`config.mk`:
```
export PLATFORM = sky130hd
export DESIGN_NAME = lsu_mem_sched
export DESIGN_NICKNAME = d
export VERILOG_FILES = /design/src/rtl/lsu_mem_sched.sv
export SDC_FILE = /design/constraint.sdc
export NUM_CORES = 1
export LEC_CHECK = 0
export BUFFER_PORTS_ARGS = -buffer_cell sky130_fd_sc_hd__buf_2
export CORE_AREA = 4 4 201 203
export DETAILED_ROUTE_END_ITERATION = 8
export DIE_AREA = 0 0 205 207
export HOLD_SLACK_MARGIN = 0.08
export SYNTH_ARGS = -nofsm -noshare
export SYNTH_HDL_FRONTEND = slang
export SYNTH_SLANG_ARGS = --single-unit
```
`constraint.sdc`:
```
create_clock -name clk -period 11.28 [get_ports clk]
set_input_delay 0.564 -clock clk [delete_from_list [all_inputs] [get_ports clk]]
set_output_delay 0.564 -clock clk [all_outputs]
set_load 0.1 [all_outputs]
```
`src/rtl/lsu_mem_sched.sv`:
```
// lsu_mem_sched: load/store arbiter and sequencer for the single data-memory port,
// handing each load's raw doubleword to the load formatter.
module lsu_mem_sched #(
  parameter int STARVE_LIMIT = 4,
  parameter int CNT_W = 3
) (
  input  logic        clk,
  input  logic        rst,
  input  logic        ld_valid,
  output logic        ld_ready,
  input  logic [63:0] ld_addr,
  input  logic [2:0]  ld_f3,
  input  logic        st_valid,
  output logic        st_ready,
  input  logic [63:0] st_addr,
  input  logic [63:0] st_data,
  input  logic [2:0]  st_f3,
  output logic        mem_req,
  output logic        mem_we,
  output logic [63:0] mem_addr,
  output logic [63:0] mem_wdata,
  output logic [7:0]  mem_wstrb,
  input  logic        mem_gnt,
  input  logic        mem_rvalid,
  input  logic [63:0] mem_rdata,
  output logic        rd_valid_in,
  output logic [63:0] rd_mem_data,
  output logic [7:0]  rd_be_mask,
  output logic [2:0]  rd_f3,
  output logic        rd_is_load_64,
  input  logic        rd_ready_out,
  output logic        misalign_err,
  output logic        busy
);
  typedef enum logic [1:0] {IDLE, REQ, WAIT_RSP, DELIVER} state_t;
  state_t state;
  logic [CNT_W-1:0] starve_cnt;
  logic idle, starve, acc, bad;
  logic [63:0] addr;
  logic [2:0] f3, o;
  logic [7:0] mask;
  assign idle = state == IDLE;
  assign starve = starve_cnt == CNT_W'(STARVE_LIMIT);
  // ready is gated by rst so every output reads 0 while reset is held
  assign ld_ready = rst && idle && ld_valid && !(st_valid && starve);
  assign st_ready = rst && idle && st_valid && (!ld_valid || starve);
  assign acc = ld_ready || st_ready;
  assign addr = st_ready ? st_addr : ld_addr;
  assign f3 = st_ready ? st_f3 : ld_f3;
  assign o = addr[2:0];
  assign mask = f3[1:0] == 2'd0 ? 8'h01 << o :
                f3[1:0] == 2'd1 ? 8'h03 << o :
                f3[1:0] == 2'd2 ? 8'h0F << o : 8'hFF;
  assign bad = (f3[1:0] == 2'd1 && o[0]) || (f3[1:0] == 2'd2 && |o[1:0]) ||
               (f3[1:0] == 2'd3 && |o) || (st_ready ? f3[2] : &f3);
  assign mem_req = state == REQ;
  assign rd_valid_in = state == DELIVER;
  assign busy = !idle;
  always_ff @(posedge clk or negedge rst) begin
    if (!rst) begin
      state <= IDLE;
      starve_cnt <= '0;
      mem_we <= 1'b0;
      mem_addr <= '0;
      mem_wdata <= '0;
      mem_wstrb <= '0;
      rd_mem_data <= '0;
      rd_be_mask <= '0;
      rd_f3 <= '0;
      rd_is_load_64 <= 1'b0;
      misalign_err <= 1'b0;
    end else begin
      misalign_err <= acc && bad;
      // a load can only win while the counter is below the limit, so this saturates
      if (st_ready) starve_cnt <= '0;
      else if (ld_ready && st_valid) starve_cnt <= starve_cnt + CNT_W'(1);
      case (state)
        IDLE: if (acc && !bad) begin
          state <= REQ;
          mem_we <= st_ready;
          mem_addr <= {addr[63:3], 3'b000};
          mem_wdata <= st_ready ? st_data << {o, 3'b000} : '0;
          mem_wstrb <= st_ready ? mask : '0;
          if (!st_ready) begin
            rd_be_mask <= mask;
            rd_f3 <= f3;
            rd_is_load_64 <= f3 == 3'b011;
          end
        end
        REQ: if (mem_gnt) state <= mem_we ? IDLE : WAIT_RSP;
        WAIT_RSP: if (mem_rvalid) begin
          rd_mem_data <= mem_rdata;
          state <= DELIVER;
        end
        DELIVER: if (rd_ready_out) state <= IDLE;
      endcase
    end
  end
endmodule

```
==> flow_metrics.py <==
metrics = {
    "status": {
        "run_status": "completed",
    },
    "sta": {
        "final.period_utilization_pct": 55.8,
        "worst_slew_pin_slew_ps": 1160,
        "max_clock_freq_mhz": 159,
        "slew_violations": 0,
        "rsz0062_at_grt": "false",
        "hold_viol": 0,
        "slew_headroom_pct": 22.6,
        "fin_skew_ps": 23.3,
        "post-route-min-period_ps": 6290,
        "fin_setup_tns_ps": 0,
        "setup_viol": 0,
    },
    "synth": {
        "ys_types": 67,
        "synthCells": 1137,
        "ys_ff_latch": 216,
        "synthArstFlopShare_pct": 100,
        "synthFlopType": "dfrtp_1",
        "ys_warn_count": 0,
        "synth-seq-area-share_pct": 46.9,
        "avgSynthCellArea_sq_um": 10.1,
        "synth_area_sq_um": 11500,
        "synth_edf_count": 0,
    },
    "cells_and_area": {
        "register_area_sq_um": 5410,
        "fin_nets": 1857,
        "area_growth_syn_to_layout_pct": 31.5,
        "layout-drive-gt1-share_pct": 40.1,
        "multiInputGateArea_sq_um": 5600,
        "fillers": 3897,
        "n_antenna_cell": 0,
    },
    "clocking": {
        "cts.sinks": 216,
        "cts_buffers": 26,
        "clk-insertion-delay-late_ps": 540,
        "cts_setup_buffers": 0,
        "clockBufferDepth": 3,
        "cts-root-buf": "clkbuf_16",
        "htree_levels": 1,
        "tritoncts": "yes",
        "path_clk_slew_ps": 60,
    },
    "global_routing": {
        "grt_max_degree": 101,
        "grt.busiest_layer": "met2",
        "antenna_found_initial": 2,
        "track_usage_pct": 19.3,
        "grt_pass1_wl_microns": 65200,
        "grt_pass1_vias": 10800,
        "gr-total-overflow": 0,
        "grt_use_met2_pct": 32.3,
        "gr-usage-met3_pct": 4.63,
        "use_met1_pct": 25.1,
    },
    "worst_hold_path": {
        "hp-class": "in2reg",
    },
    "critical_path": {
        "crit_top_cell": "buf_4",
        "required_ps": 11640,
        "max_stage_delay_ps": 700,
        "path_cells": "dlygate4sd3_1 > buf_8 > nor4bb_4 > buf_4 > and3_1 > nor2_8 > ha_1 > inv_1 > o2bb2ai_1 > mux2_2 > o22a_4 > buf_4 > buf_4 > o21ai_0",
        "critPathMaxFanout": 100,
        "critPathSlowestCell": "buf_4",
        "critPathCaptureType": "flip-flop",
        "crit_arrival_ps": 6660,
        "path_class": "in2reg",
        "critical_path.startpoint_type": "primary input",
    },
    "placement": {
        "portBuffers": 484,
        "routabilityCongestion": 0.893,
        "hpwlAfterDp_microns": 32600,
    },
    "route": {
        "vias": 10800,
        "drt-initial-drc-count": 681,
        "totalWireLength_microns": 43500,
        "drc_errors": 0,
        "drtAntennaViolNets": 0,
        "drt_pass1_iterations": 5,
        "vias_per_cell": 5.13,
        "wire_per_inst_microns": 20.6,
    },
    "die": {
        "coreArea_sq_um": 38500,
        "die_x_microns": 205,
        "die_area_sq_um": 42400,
        "num_io_pins": 488,
        "num_rows": 72,
        "initial_utilization_pct": 29.9,
        "die_h_microns": 207,
    },
    "job": {
        "max_cap_violations": 0,
    },
}
-- Yosys cell counts, types with 3 or more instances --
cell	instances	share of area, %
mux4_2	6	1.2
nand2_1	192	6.3
buf_6	7	0.68
a31oi_1	3	0.16
a221o_1	18	1.6
a21oi_1	38	1.7
a32o_1	9	0.78
a211oi_1	16	1.0
inv_1	16	0.52
and2_1	5	0.27
buf_2	28	1.2
buf_1	11	0.36
o21ai_0	112	4.9
buf_4	6	0.39
a21o_1	8	0.52
a22o_1	23	1.7
a21boi_0	16	1.0
mux2_2	75	7.3
o31ai_2	6	0.65
nand2b_1	32	1.7
a22oi_1	9	0.59
o21ai_1	7	0.30
dfrtp_1	216	47
nor3_1	15	0.65
mux2i_1	87	7.6
ha_1	12	1.3
clkbuf_1	34	1.1
nor2_1	33	1.1
a311oi_1	9	0.68
nand3_1	29	1.3
o2bb2ai_1	3	0.23
a2111oi_0	6	0.46
o31ai_1	10	0.65
-- cells in the final DEF, fill, tap and decap left out, types with 18 or more instances in the layout --
master	count
a21oi_1	38
clkbuf_16	27
a221o_1	18
mux2_2	75
a22o_1	23
o21ai_0	112
nor2_1	33
nand2b_1	32
dfrtp_1	216
nand2_1	192
nand3_1	28
buf_2	483
mux2i_1	87
-- critical path, delay by kind of cell --
kind / cells / cell delay (ps)
AND/OR/NAND/NOR: 3 / 1280
buffers and inverters: 6 / 2890
multiplexers: 1 / 290
adder cells (fa/ha/maj): 1 / 330
AO/OA/AOI/OAI: 3 / 1040
-- registers in the layout, indices dropped and copies added, names as in the netlist, named ones only --
name and flops:
starve_cnt 3, rd_be_mask 8, rd_f3 3, misalign_err 1, state 1, rd_is_load_64 1, mem_wdata 64, mem_we 1
mem_wstrb 8, mem_addr 61, rd_mem_data 64
-- repair_timing --
action                                 4_1_cts  5_1_grt
resized for setup                            0        0
endpoints found under the hold margin        0        1
hold buffers                                 0        1
-- per-stage QoR --
step	util, %	instances	instance area [sq um]	hold slack (ps)	setup WS (ps)
final	39.4	2114	15100	262	4990
after detailed placement	37.0	2065	14200	465	5020
after floorplan	-	1139	11500	268	7700
after global routing	39.4	2114	15100	232	4450
after global placement	37.0	2065	14200	460	5200
after CTS	39.4	2113	15100	84.4	5590
-- layout make-up --
cell class,instances,share of cell area (%)
Sequential cell,216,35.7
Multi-Input combinational cell,817,37.0
Inverter,18,0.479
Tap cell,518,4.28
Timing Repair Buffer,497,16.7
Clock inverter,9,0.727
Clock buffer,39,5.15
-- layer usage --
layer	share of wire, %	up-vias
met5	0.016	-
met4	2.5	2
met3	9.1	67
met2	48	550
met1	40	5262
li1	-	4965
-- logic make-up (layout without fill, tap and decap cells) --
kind of cell,after synthesis,in the layout,synth area share [%]
buf+inv,106,563,4.56
flops,216,216,46.9
other cells,1,3,0.0326
compound gates,309,309,18.3
xor+xnor,1,1,0.0761
mux,169,169,16.2
fa+ha+maj,12,12,1.30
simple gates,323,323,12.6
-- final timing paths --
kind	start	to	slack, ps	depth (start not counted)
max	rst	mem_addr[38]	4990	14
min	mem_rdata[1]	rd_mem_data[1]	260	2
max reg2reg	starve_cnt[0]	mem_addr[38]	5620	13
min reg2reg	mem_wdata[15]	mem_wdata[15]	470	2
max in group asynchronous	rst	rd_mem_data[2]	8490	4
min in group asynchronous	rst	mem_wdata[61]	620	2
Power is left out: the tool's default activity adds up to more than one toggle a clock period on the data nets, which glitch-free logic cannot reach.
